### src/rtl/image_pkg.sv
// Shared types and constants for the image streaming pipeline.
// Holds frame defaults, pixel-pair byte lanes and the source FSM states.
package image_pkg;

  localparam int WIDTH_DEF  = 768;
  localparam int HEIGHT_DEF = 512;

  localparam int B0_LSB = 0;
  localparam int G0_LSB = 8;
  localparam int R0_LSB = 16;
  localparam int B1_LSB = 24;
  localparam int G1_LSB = 32;
  localparam int R1_LSB = 40;

  typedef enum logic [2:0] {
    ST_IDLE,
    ST_VSYNC,
    ST_LINE,
    ST_BLANK,
    ST_DONE
  } state_e;

endpackage

### src/rtl/image_scan_counter.sv
// Row/column scan position with terminal-count flags.
// The column wraps to zero on its own after the last pixel pair.
module image_scan_counter #(
  parameter int COLS = 384,
  parameter int ROWS = 512,
  localparam int CW = $clog2(COLS > 1 ? COLS : 2),
  localparam int RW = $clog2(ROWS > 1 ? ROWS : 2)
) (
  input  logic          clk,
  input  logic          rst,
  input  logic          clr_i,
  input  logic          col_inc_i,
  input  logic          row_inc_i,
  output logic [CW-1:0] col_o,
  output logic [RW-1:0] row_o,
  output logic          last_col_o,
  output logic          last_row_o
);

  logic [CW-1:0] col_q, col_d;
  logic [RW-1:0] row_q, row_d;

  assign last_col_o = (col_q == CW'(COLS - 1));
  assign last_row_o = (row_q == RW'(ROWS - 1));
  assign col_o      = col_q;
  assign row_o      = row_q;

  always_comb begin
    col_d = col_q;
    row_d = row_q;
    if (clr_i) begin
      col_d = '0;
      row_d = '0;
    end else begin
      if (col_inc_i)
        col_d = last_col_o ? '0 : col_q + 1'b1;
      if (row_inc_i)
        row_d = last_row_o ? '0 : row_q + 1'b1;
    end
  end

  always_ff @(posedge clk or posedge rst) begin
    if (rst) begin
      col_q <= '0;
      row_q <= '0;
    end else begin
      col_q <= col_d;
      row_q <= row_d;
    end
  end

endmodule

### src/rtl/image_stream_tx.sv
// Frame source: scans a bottom-up pixel-pair memory and streams it
// top row first with VSYNC, HSYNC windows, blanking and a done pulse.
module image_stream_tx
  import image_pkg::*;
#(
  parameter int WIDTH        = WIDTH_DEF,
  parameter int HEIGHT       = HEIGHT_DEF,
  parameter int HBLANK       = 160,
  parameter int VSYNC_CYCLES = 100,
  parameter int ADDR_W       = 18
) (
  input  logic              HCLK,
  input  logic              HRESET,
  input  logic              start,
  output logic              mem_rd_en,
  output logic [ADDR_W-1:0] mem_addr,
  input  logic [47:0]       mem_rdata,
  output logic              VSYNC,
  output logic              HSYNC,
  output logic [7:0]        DATA_R0,
  output logic [7:0]        DATA_G0,
  output logic [7:0]        DATA_B0,
  output logic [7:0]        DATA_R1,
  output logic [7:0]        DATA_G1,
  output logic [7:0]        DATA_B1,
  output logic              ctrl_done
);

  localparam int COLS = WIDTH / 2;
  localparam int CW   = $clog2(COLS > 1 ? COLS : 2);
  localparam int RW   = $clog2(HEIGHT > 1 ? HEIGHT : 2);
  localparam int TMAX = VSYNC_CYCLES > HBLANK ? VSYNC_CYCLES : HBLANK;
  localparam int TW   = $clog2(TMAX + 1);

  state_e        state_q, state_d;
  logic [TW-1:0] tmr_q, tmr_d;
  logic          dwait_q, dwait_d;
  logic          rd_q;

  logic          clr, col_inc, row_inc;
  logic          last_col, last_row;
  logic [CW-1:0] col;
  logic [RW-1:0] row;
  logic [RW-1:0] row_rev;
  logic [ADDR_W-1:0] addr;

  image_scan_counter #(
    .COLS(COLS),
    .ROWS(HEIGHT)
  ) u_scan (
    .clk       (HCLK),
    .rst       (HRESET),
    .clr_i     (clr),
    .col_inc_i (col_inc),
    .row_inc_i (row_inc),
    .col_o     (col),
    .row_o     (row),
    .last_col_o(last_col),
    .last_row_o(last_row)
  );

  always_comb begin
    state_d   = state_q;
    tmr_d     = tmr_q;
    dwait_d   = 1'b0;
    clr       = 1'b0;
    col_inc   = 1'b0;
    row_inc   = 1'b0;
    mem_rd_en = 1'b0;
    VSYNC     = 1'b0;
    ctrl_done = 1'b0;
    unique case (state_q)
      ST_IDLE: begin
        clr   = 1'b1;
        tmr_d = '0;
        if (start)
          state_d = ST_VSYNC;
      end
      ST_VSYNC: begin
        VSYNC = 1'b1;
        if (tmr_q == TW'(VSYNC_CYCLES - 1)) begin
          tmr_d   = '0;
          clr     = 1'b1;
          state_d = ST_LINE;
        end else begin
          tmr_d = tmr_q + 1'b1;
        end
      end
      ST_LINE: begin
        mem_rd_en = 1'b1;
        col_inc   = 1'b1;
        if (last_col)
          state_d = last_row ? ST_DONE : ST_BLANK;
      end
      ST_BLANK: begin
        if (tmr_q == TW'(HBLANK - 1)) begin
          tmr_d   = '0;
          row_inc = 1'b1;
          state_d = ST_LINE;
        end else begin
          tmr_d = tmr_q + 1'b1;
        end
      end
      ST_DONE: begin
        // first cycle lets the final beat drain, second one reports
        dwait_d = 1'b1;
        if (dwait_q) begin
          dwait_d   = 1'b0;
          ctrl_done = 1'b1;
          state_d   = ST_IDLE;
        end
      end
      default: state_d = ST_IDLE;
    endcase
  end

  always_ff @(posedge HCLK or posedge HRESET) begin
    if (HRESET) begin
      state_q <= ST_IDLE;
      tmr_q   <= '0;
      dwait_q <= 1'b0;
      rd_q    <= 1'b0;
    end else begin
      state_q <= state_d;
      tmr_q   <= tmr_d;
      dwait_q <= dwait_d;
      rd_q    <= mem_rd_en;
    end
  end

  // memory stores rows bottom-up, so flip the row index
  assign row_rev  = RW'(HEIGHT - 1) - row;
  assign addr     = ADDR_W'(row_rev) * ADDR_W'(COLS) + ADDR_W'(col);
  assign mem_addr = mem_rd_en ? addr : '0;

  assign HSYNC   = rd_q;
  assign DATA_B0 = rd_q ? mem_rdata[B0_LSB +: 8] : '0;
  assign DATA_G0 = rd_q ? mem_rdata[G0_LSB +: 8] : '0;
  assign DATA_R0 = rd_q ? mem_rdata[R0_LSB +: 8] : '0;
  assign DATA_B1 = rd_q ? mem_rdata[B1_LSB +: 8] : '0;
  assign DATA_G1 = rd_q ? mem_rdata[G1_LSB +: 8] : '0;
  assign DATA_R1 = rd_q ? mem_rdata[R1_LSB +: 8] : '0;

endmodule
### config.mk
export PLATFORM = sky130hd
export DESIGN_NAME = image_stream_tx
export DESIGN_NICKNAME = d
export VERILOG_FILES = /design/src/rtl/image_pkg.sv /design/src/rtl/image_scan_counter.sv /design/src/rtl/image_stream_tx.sv
export SDC_FILE = /design/constraint.sdc
export NUM_CORES = 1
export LEC_CHECK = 0
export CELL_PAD_IN_SITES_DETAIL_PLACEMENT = 2
export CELL_PAD_IN_SITES_GLOBAL_PLACEMENT = 2
export CORE_MARGIN = 3
export CORE_UTILIZATION = 26
export CTS_BUF_LIST = sky130_fd_sc_hd__clkbuf_8
export CTS_CLUSTER_SIZE = 24
export DETAILED_ROUTE_END_ITERATION = 6
export MAX_ROUTING_LAYER = met4
export PLACE_DENSITY_LB_ADDON = 0.1
export SLEW_MARGIN = 30
export SYNTH_ARGS = -nofsm -noshare
export SYNTH_HDL_FRONTEND = slang
export SYNTH_HIERARCHICAL = 1
export SYNTH_SLANG_ARGS = --single-unit
### constraint.sdc
create_clock -name HCLK -period 5.42 [get_ports HCLK]
set_input_delay 1.084 -clock HCLK [delete_from_list [all_inputs] [get_ports HCLK]]
set_output_delay 1.084 -clock HCLK [all_outputs]
set_load 0.05 [all_outputs]
==> results of run 1 <==
worst max-delay path, cell delays in order, from the launching register on:
cell and delay, ns:
dfrtp_1 0.44, inv_1 0.09, ha_1 0.26, fa_1 0.44
a211oi_2 0.26, nor3b_1 0.12, or4b_4 0.59, o41ai_1 0.35
nor3b_1 0.28, clkdlybuf4s50_1 0.87
power groups by stage:
stage / Combinational [W] / Sequential, W / Clock (W)
detailed placement: 0.00120 / 0.000370 / 0
floorplan: 0.000823 / 0.000308 / 0
global placement: 0.00118 / 0.000365 / 0
finish: 0.00118 / 0.000362 / 0.000204
global route: 0.00125 / 0.000379 / 0.000221
CTS: 0.00120 / 0.000366 / 0.000212
per-layer routing:
layer	part of all wire (%)	vias up	track usage (%)
met5	0	-	-
met4	0.66	0	2.94
met3	5.6	6	3.20
met2	51	71	33.9
met1	43	1450	21.6
li1	-	1430	-
cells in the final DEF, fill, tap and decap left out, types with 2 or more instances in the layout:
cell               n
xor2_1             7
o2111ai_1          2
o311ai_0           2
nor2_1            33
a21o_1             3
a211oi_4           2
a21oi_1           21
nand2b_1           5
nand4_1            4
clkbuf_8           7
inv_1             22
nand3_1            7
or4_1              3
and2_1            51
o21bai_1           2
nor4b_1            2
or3_1              8
and3_1             9
a31oi_1            3
o31ai_1            3
nand2_1           24
inv_2              3
nor3b_1            2
o21a_1             2
nor3_1             6
mux2i_1            3
o21ai_1            9
ha_1              15
clkdlybuf4s50_1  120
o21ai_0           10
o41ai_1            4
xnor2_1            6
nor2b_1            2
fa_1               2
nor4_1             2
dfrtp_1           30
a22o_1             2
worst max-delay path by stage:
stage,start,to,cells after the start
final,u_scan/row_o[0]$_DFFE_PP0P_,mem_addr[15],9
after global routing,u_scan/row_o[0]$_DFFE_PP0P_,mem_addr[15],9
after CTS,u_scan/row_o[0]$_DFFE_PP0P_,mem_addr[15],9
after detailed placement,u_scan/row_o[0]$_DFFE_PP0P_,mem_addr[15],9
after global placement,u_scan/row_o[0]$_DFFE_PP0P_,mem_addr[17],10
after floorplan,u_scan/row_o[0]$_DFFE_PP0P_,mem_addr[15],8
final cells by class:
cell class	instances	area [µm²]
tap	136	170
clock buffer	7	96.3
fill	1167	6130
sequential	31	777
timing repair buffer	121	1210
inverter	24	90.1
clock inverter	1	3.75
multi-input combinational	276	1850
logic make-up (layout without fill, tap and decap cells):
family                   Yosys count  count (layout)  synth area share [%]
AO/OA/AOI/OAI                     76              76                  19.3
XOR/XNOR                          13              13                  4.11
adder cells (fa/ha/maj)           17              17                  8.23
buffers and inverters             37             153                  5.06
flip-flops                        31              31                  28.0
multiplexers                       4               4                  1.49
AND/OR/NAND/NOR                  166             166                  33.8
sequential cells by signal (all words and copies together) (netlist names):
name          cells
dwait_q           1
HSYNC             1
u_scan/row_o      9
state_q           3
tmr_q             8
u_scan/col_o      9
metrics by stage:
step | hold WS, ns | area [µm²]
after floorplan | 0.430 | 2770
after global routing | 0.516 | 4200
after CTS | 0.485 | 4200
after detailed placement | 0.482 | 4100
after global placement | 0.463 | 4100
final | 0.481 | 4200
==> results.yml, run 1 <==
synthesis:
  ys.flop_type: "dfrtp_1"
  yosysTopAreaCell: "dfrtp_1"
  synth_fp_nets: 412
  ys_types: 57
  ys_ff_latch: 31
  synth.top_cells.by_area: "dfrtp_1 (28%), and2_1 (12%), ha_1 (6.8%)"
  synth.most_common_cell: "and2_1"
  synth_area_mm2: 0.00277
  ys_async_sr_fraction_pct: 100
  ys_seq_area_share_pct: 28.0
  synth_common_cells: "and2_1 (51), nor2_1 (33), dfrtp_1 (31)"
  synth-edff-count: 0
  synthCells: 344
  yosysTopAreaCellShare_pct: 28.0
  yosysWarningCount: 6
  syn_area_per_cell_um2: 8.05
floorplanning:
  dieArea_mm2: 0.0119
  io_pins: 121
  coreArea_mm2: 0.0103
  die_w_um: 109
  num_rows: 37
  initial_core_util_pct: 26.8
  die_y_um: 109
power_and_ir_drop:
  pwr-share-comb_pct: 67.5
  p_total_w: 0.00174
  peakVddDrop_mv: 0.190
  p_clk_share_pct: 11.7
  pwr-share-seq_pct: 20.7
  p_int_w: 0.000772
  switching_share_pct: 55.7
  power_density_mw_per_mm2: 415
  switching_power_w: 0.000971
  power_leakage_nw: 1.63
min_path:
  min_to: "dwait_q$_DFF_PP0_"
  hp-start: "dwait_q$_DFF_PP0_"
  whs_path_depth: 1
  hold_class: "register to register"
cts:
  htree_levels: 2
  numClockSinks: 31
  numCtsBuffers: 5
  cts_tree: "done"
  clk_latency_ns: 0.28
  path_clk_slew_ns: 0.07
  clk_path_buf_depth: 2
  cts-resized-gates: 0
  postCtsSetupRepairBufs: 0
  root_buffer: "clkbuf_8"
  hold_buffers: 0
grt:
  grt_antenna_before_repair: 0
  grt_pass1_wl_um: 17000
  track_usage_pct: 18.5
  grt_pass1_vias: 3237
  grt_max_degree: 50
  grt_overflow: 0
timing:
  worst_slack_ns: 0.364
  drv_slew: 0
  clock_skew_ns: 0.0105
  slew_headroom_pct: 49.2
  period_minus_slack_ns: 5.06
  rsz0062_at_grt: "no"
  fmax_ghz: 0.198
  worstMarginPinSlew_ns: 0.760
  fin_crit_sh_pct: 93.3
  fin_tns_setup_ns: 0
  finalHoldViolCount: 0
  finalSetupViolCount: 0
detailed_routing:
  vias: 2957
  via_per_inst: 4.96
  drtAntennaViolNets: 0
  wl_um: 10500
  dr.pass1.iters: 3
  drt_iter0_drc: 118
  drc: 0
  wl_per_cell_um: 17.7
final_layout:
  diodes: 0
  layout.cells.non_filler: 596
  layout.nets: 527
  layout-drive-gt1-share_pct: 5.00
  final_util_pct: 40.7
  syn_to_final_growth_pct: 51.7
worst_setup_path:
  reg2reg_setup_slack_ns: 2.33
  r2r_end: "u_scan/row_o[7]$_DFFE_PP0P_"
  crit_arrival_ns: 3.97
  r2r_cells: 8
  cp-start-kind: "register"
  required_ns: 4.34
  critPathCaptureType: "primary output"
  criticalPathCategory: "register to primary output"
  cp_max_fo: 5
  rr_startpoint: "tmr_q[0]$_DFFE_PP0P_"
job:
  maxCapViolCount: 0
run_status:
  status: "finished clean"
placed_design:
  placedCellCount: 588
  hpwl_um: 8560
  port_buffers: 120
  dp_slack_ns: 0.616
  routabilityCongestion: 0.719
No activity file was read; power rests on OpenSTA's default activity.
==> inputs of run 2 (changes only) <==
RECOVER_POWER = 100   (was unset)
==> run 2 against run 1 <==
Net effect:
- via count hardly changed
- global-route usage unchanged
- sequential share of layout area about the same
- final area decreased by 0.27%
- combinational power down 6%
- maximum frequency is 0.60% lower
- cell count stayed put
- clock power about the same
- non-clock buffer count is the same
- critical endpoint unchanged
- largest cell class unchanged
==> results.yml, run 2 (synthesized netlist as in run 1, its figures left out) <==
worst_setup_path:
  cp-start-kind: "register"
  crit_top_cell: "nor3b_1"
  cp_slowest_cell: "dlygate4sd3_1"
  crit_buf_inv: 2
  slowest_delay_ns: 0.93
  crit_arrival_ns: 4.00
  crit_family: "buffers and inverters"
  crit_chain: "inv_1 -> ha_1 -> fa_1 -> a211oi_2 -> nor3b_1 -> or4b_4 -> o41ai_1 -> nor3b_1 -> dlygate4sd3_1"
  critPathCaptureType: "primary output"
  cp.depth: 9
  r2r_cells: 8
  cp_max_fo: 5
  required_ns: 4.34
  criticalPathCategory: "register to primary output"
detailed_routing:
  drc: 0
  wl_per_cell_um: 17.7
  dr.pass1.iters: 3
  drtAntennaViolNets: 0
  wl_um: 10500
  via_per_inst: 4.96
  vias: 2956
  drt_iter0_drc: 121
cts:
  path_clk_slew_ns: 0.07
  numClockSinks: 31
  numCtsBuffers: 5
  clk_path_buf_depth: 2
  htree_levels: 2
  cts-resized-gates: 0
  postCtsSetupRepairBufs: 0
  cts_tree: "done"
  hold_buffers: 0
  clk_latency_ns: 0.28
  root_buffer: "clkbuf_8"
final_layout:
  layout-drive-gt1-share_pct: 4.13
  final_common_cell: "dlygate4sd3_1"
  syn_to_final_growth_pct: 51.3
  final_util_pct: 40.6
  layout.nets: 527
  diodes: 0
  layout.cells.non_filler: 596
  final_cell_mix: "dlygate4sd3_1 (70), and2_1 (50), clkdlybuf4s50_1 (50), nor2_1 (33), dfrtp_1 (31)"
floorplanning:
  num_rows: 37
  die_y_um: 109
  initial_core_util_pct: 26.8
  dieArea_mm2: 0.0119
  die_w_um: 109
  io_pins: 121
  coreArea_mm2: 0.0103
power_and_ir_drop:
  power_density_mw_per_mm2: 401
  peakVddDrop_mv: 0.179
  power_leakage_nw: 1.80
placed_design:
  routabilityCongestion: 0.719
  hpwl_um: 8560
  port_buffers: 120
  placedCellCount: 588
timing:
  fin_tns_setup_ns: 0
  worstMarginPinSlew_ns: 1.15
  drv_slew: 0
  finalHoldViolCount: 0
  period_minus_slack_ns: 5.09
  fmax_ghz: 0.197
  rsz0062_at_grt: "no"
  clock_skew_ns: 0.0104
  fin_crit_sh_pct: 93.8
  finalSetupViolCount: 0
  slew_headroom_pct: 23.2
grt:
  grt_pass1_vias: 3237
  grt_antenna_before_repair: 0
  track_usage_pct: 18.5
  grt_max_degree: 50
  grt_overflow: 0
  grt_pass1_wl_um: 17000
min_path:
  whs_path_depth: 1
  hold_class: "register to register"
run_status:
  status: "finished clean"
job:
  maxCapViolCount: 0
-- run 2: changes by cell type in the layout (fill, tap and decap cells not counted), sizes merged --
| cell | change |
|---|---|
| buf | -1 |
| clkbuf | +1 |
| clkdlybuf4s50 | -70 |
| clkinv | +1 |
| dlygate4sd3 | +70 |
| inv | -1 |
-- run 2: layout make-up --
type                    instances  area (µm²)
clock inverters                 1        3.75
flip-flops and latches         31         776
fillers                      1169        6140
well taps                     136         170
clock buffers                   7        96.3
multi-input cells             276        1850
repair buffers                121        1200
inverters                      24        90.1
-- run 2: metrics by stage --
| step | total power, W | area (µm²) | hold slack, ns | worst slack, ns |
|---|---|---|---|---|
| 3_3_place_gp | 0.00154 | 4100 | 0.463 | 0.842 |
| 6_report | 0.00168 | 4190 | 0.481 | 0.334 |
| 3_5_place_dp | 0.00157 | 4100 | 0.482 | 0.616 |
| 5_1_grt | 0.00179 | 4190 | 0.516 | 0.159 |
| 4_1_cts | 0.00178 | 4200 | 0.485 | 0.285 |
| 2_1_floorplan | 0.00113 | 2770 | 0.430 | 0.806 |
-- run 2: power breakdown --
part,internal (W),switching [W],total [W]
clock network,0.000114,0.0000907,0.000205
logic,0.000337,0.000774,0.00111
registers,0.000264,0.0000967,0.000361
total,0.000716,0.000962,0.00168
-- run 2: routing by layer --
| metal | GRT usage, % | wire, µm | vias to the layer above |
|---|---|---|---|
| li1 | - | - | 1431 |
| met1 | 21.6 | 4510 | 1448 |
| met2 | 33.9 | 5330 | 71 |
| met3 | 3.20 | 600 | 6 |
| met4 | 2.94 | 70 | 0 |
| met5 | - | 0 | - |
-- run 2: final timing paths --
path | startpoint | endpoint | slack, ns
min in group asynchronous | HRESET | tmr_q[6]$_DFFE_PP0P_ | 1.32
setup reg to reg | tmr_q[0]$_DFFE_PP0P_ | u_scan/row_o[7]$_DFFE_PP0P_ | 2.01
max in group asynchronous | HRESET | u_scan/col_o[8]$_DFFE_PP0P_ | 3.52
hold reg to reg | dwait_q$_DFF_PP0_ | dwait_q$_DFF_PP0_ | 0.48
hold / removal | dwait_q$_DFF_PP0_ | dwait_q$_DFF_PP0_ | 0.48
setup / recovery | u_scan/row_o[0]$_DFFE_PP0P_ | mem_addr[15] | 0.33
==> inputs of run 3 (changes only) <==
MAX_ROUTING_LAYER = unset   (was met4)
==> run 3 against run 2 <==
Net effect:
- maximum frequency shrank 0.58%
- highest routed layer unchanged
- power hardly changed
- critical path type unchanged
- final area is the same
- flip-flop and latch count unchanged
- die area unchanged
- hold slack better by 0.00055 ns
- routed wire length barely moved
- largest cell class unchanged
==> results.yml, run 3 (synthesized netlist as in run 1, its figures left out) <==
cts:
  cts_tree: "done"
  path_clk_slew_ns: 0.07
  clk_latency_ns: 0.28
  postCtsSetupRepairBufs: 0
  htree_levels: 2
  root_buffer: "clkbuf_8"
  numCtsBuffers: 5
  hold_buffers: 0
  cts-resized-gates: 0
  numClockSinks: 31
  clk_path_buf_depth: 2
floorplanning:
  num_rows: 37
  die_y_um: 109
  dieArea_mm2: 0.0119
  initial_core_util_pct: 26.8
  io_pins: 121
  coreArea_mm2: 0.0103
  die_w_um: 109
timing:
  whs_ns: 0.482
  worst_slack_ns: 0.304
  fmax_ghz: 0.195
  finalHoldViolCount: 0
  finalSetupViolCount: 0
  fin_tns_setup_ns: 0
  fin_crit_sh_pct: 94.4
  drv_slew: 0
  slew_headroom_pct: 23.8
  rsz0062_at_grt: "no"
  period_minus_slack_ns: 5.12
  worstMarginPinSlew_ns: 1.14
  clock_skew_ns: 0.0104
power_and_ir_drop:
  peakVddDrop_mv: 0.179
  power_leakage_nw: 1.80
  power_density_mw_per_mm2: 401
detailed_routing:
  via_per_inst: 4.97
  drt_iter0_drc: 114
  vias: 2960
  drtAntennaViolNets: 0
  drc: 0
  dr.pass1.iters: 3
  wl_um: 10500
  wl_per_cell_um: 17.6
min_path:
  hold_class: "register to register"
  hp-start: "dwait_q$_DFF_PP0_"
run_status:
  status: "finished clean"
worst_setup_path:
  cp_slowest_cell: "dlygate4sd3_1"
  crit_top_cell: "nor3b_1"
  cp_max_fo: 5
  slowest_delay_ns: 0.93
  critPathCaptureType: "primary output"
  reg2reg_setup_slack_ns: 2.02
  cp-start-kind: "register"
  rr_startpoint: "tmr_q[0]$_DFFE_PP0P_"
  required_ns: 4.34
  crit_arrival_ns: 4.03
  criticalPathCategory: "register to primary output"
  setup.worst_path.start: "u_scan/row_o[0]$_DFFE_PP0P_"
  crit_chain: "inv_1 -> ha_1 -> fa_1 -> a211oi_2 -> nor3b_1 -> or4b_4 -> o41ai_1 -> nor3b_1 -> dlygate4sd3_1"
final_layout:
  final_common_cell: "dlygate4sd3_1"
  fin_area_mm2: 0.00419
  fillCellCount: 1169
  final_cell_mix: "dlygate4sd3_1 (70), and2_1 (50), clkdlybuf4s50_1 (50), nor2_1 (33), dfrtp_1 (31)"
  syn_to_final_growth_pct: 51.3
  layout.nets: 527
  layout-drive-gt1-share_pct: 4.13
  diodes: 0
  final_util_pct: 40.6
placed_design:
  hpwl_um: 8560
  postPlaceCellArea_mm2: 0.00410
  routabilityCongestion: 0.711
  port_buffers: 120
  dp_slack_ns: 0.616
grt:
  grt_max_degree: 50
  grt_use_met3_pct: 3.20
  grt_pass1_vias: 3239
  grt_overflow: 0
  grt_pass1_wl_um: 17000
  grt_antenna_before_repair: 0
  busiest_layer: "met2"
  track_usage_pct: 18.0
  grt_util_met2_pct: 34.0
  grt_use_met1_pct: 21.5
job:
  maxCapViolCount: 0
==> run 3: cell counts in the layout (fill, tap and decap cells not counted) <==
No cell type changed its count.
==> run 3: final cells by class <==
cell class	instances	area, µm²	share of cell area, %
repair buffers	121	1200	28.8
clock inverters	1	3.75	0.0897
inverters	24	90.1	2.15
flip-flops and latches	31	776	18.5
clock buffers	7	96.3	2.30
multi-input cells	276	1850	44.1
well taps	136	170	4.06
==> run 3: worst paths after layout <==
check,endpoint,depth (start not counted)
min in group asynchronous,tmr_q[6]$_DFFE_PP0P_,2
setup reg to reg,u_scan/row_o[7]$_DFFE_PP0P_,8
setup / recovery,mem_addr[15],9
hold reg to reg,dwait_q$_DFF_PP0_,1
max in group asynchronous,u_scan/col_o[8]$_DFFE_PP0P_,2
hold / removal,dwait_q$_DFF_PP0_,1
==> run 3: where the power goes <==
part           internal (W)  leakage, nW  total [W]  switching (W)
clock              0.000114       0.0557   0.000205      0.0000907
sequential         0.000264        0.420   0.000360      0.0000962
combinational      0.000337         1.32    0.00111       0.000775
total              0.000716         1.80    0.00168       0.000962
==> run 3: per-layer routing <==
metal,vias to the layer above,wire [µm]
met5,-,0
met4,0,70
met3,6,600
met2,71,5350
met1,1449,4490
li1,1434,-
==> run 3: worst max-delay path, delay by kind of cell (launching register included) <==
kind	cells	cell delay, ns
and+or+nand+nor	3	0.99
AOI/OAI and AO/OA	2	0.61
DFF	1	0.43
buffers and inverters	2	1.02
adders and majority gates	2	0.69
==> run 3: metrics by stage <==
step / total power, W / cells
floorplan: 0.00113 / 344
global placement: 0.00154 / 588
detailed placement: 0.00157 / 588
CTS: 0.00178 / 596
global route: 0.00178 / 596
finish: 0.00168 / 596
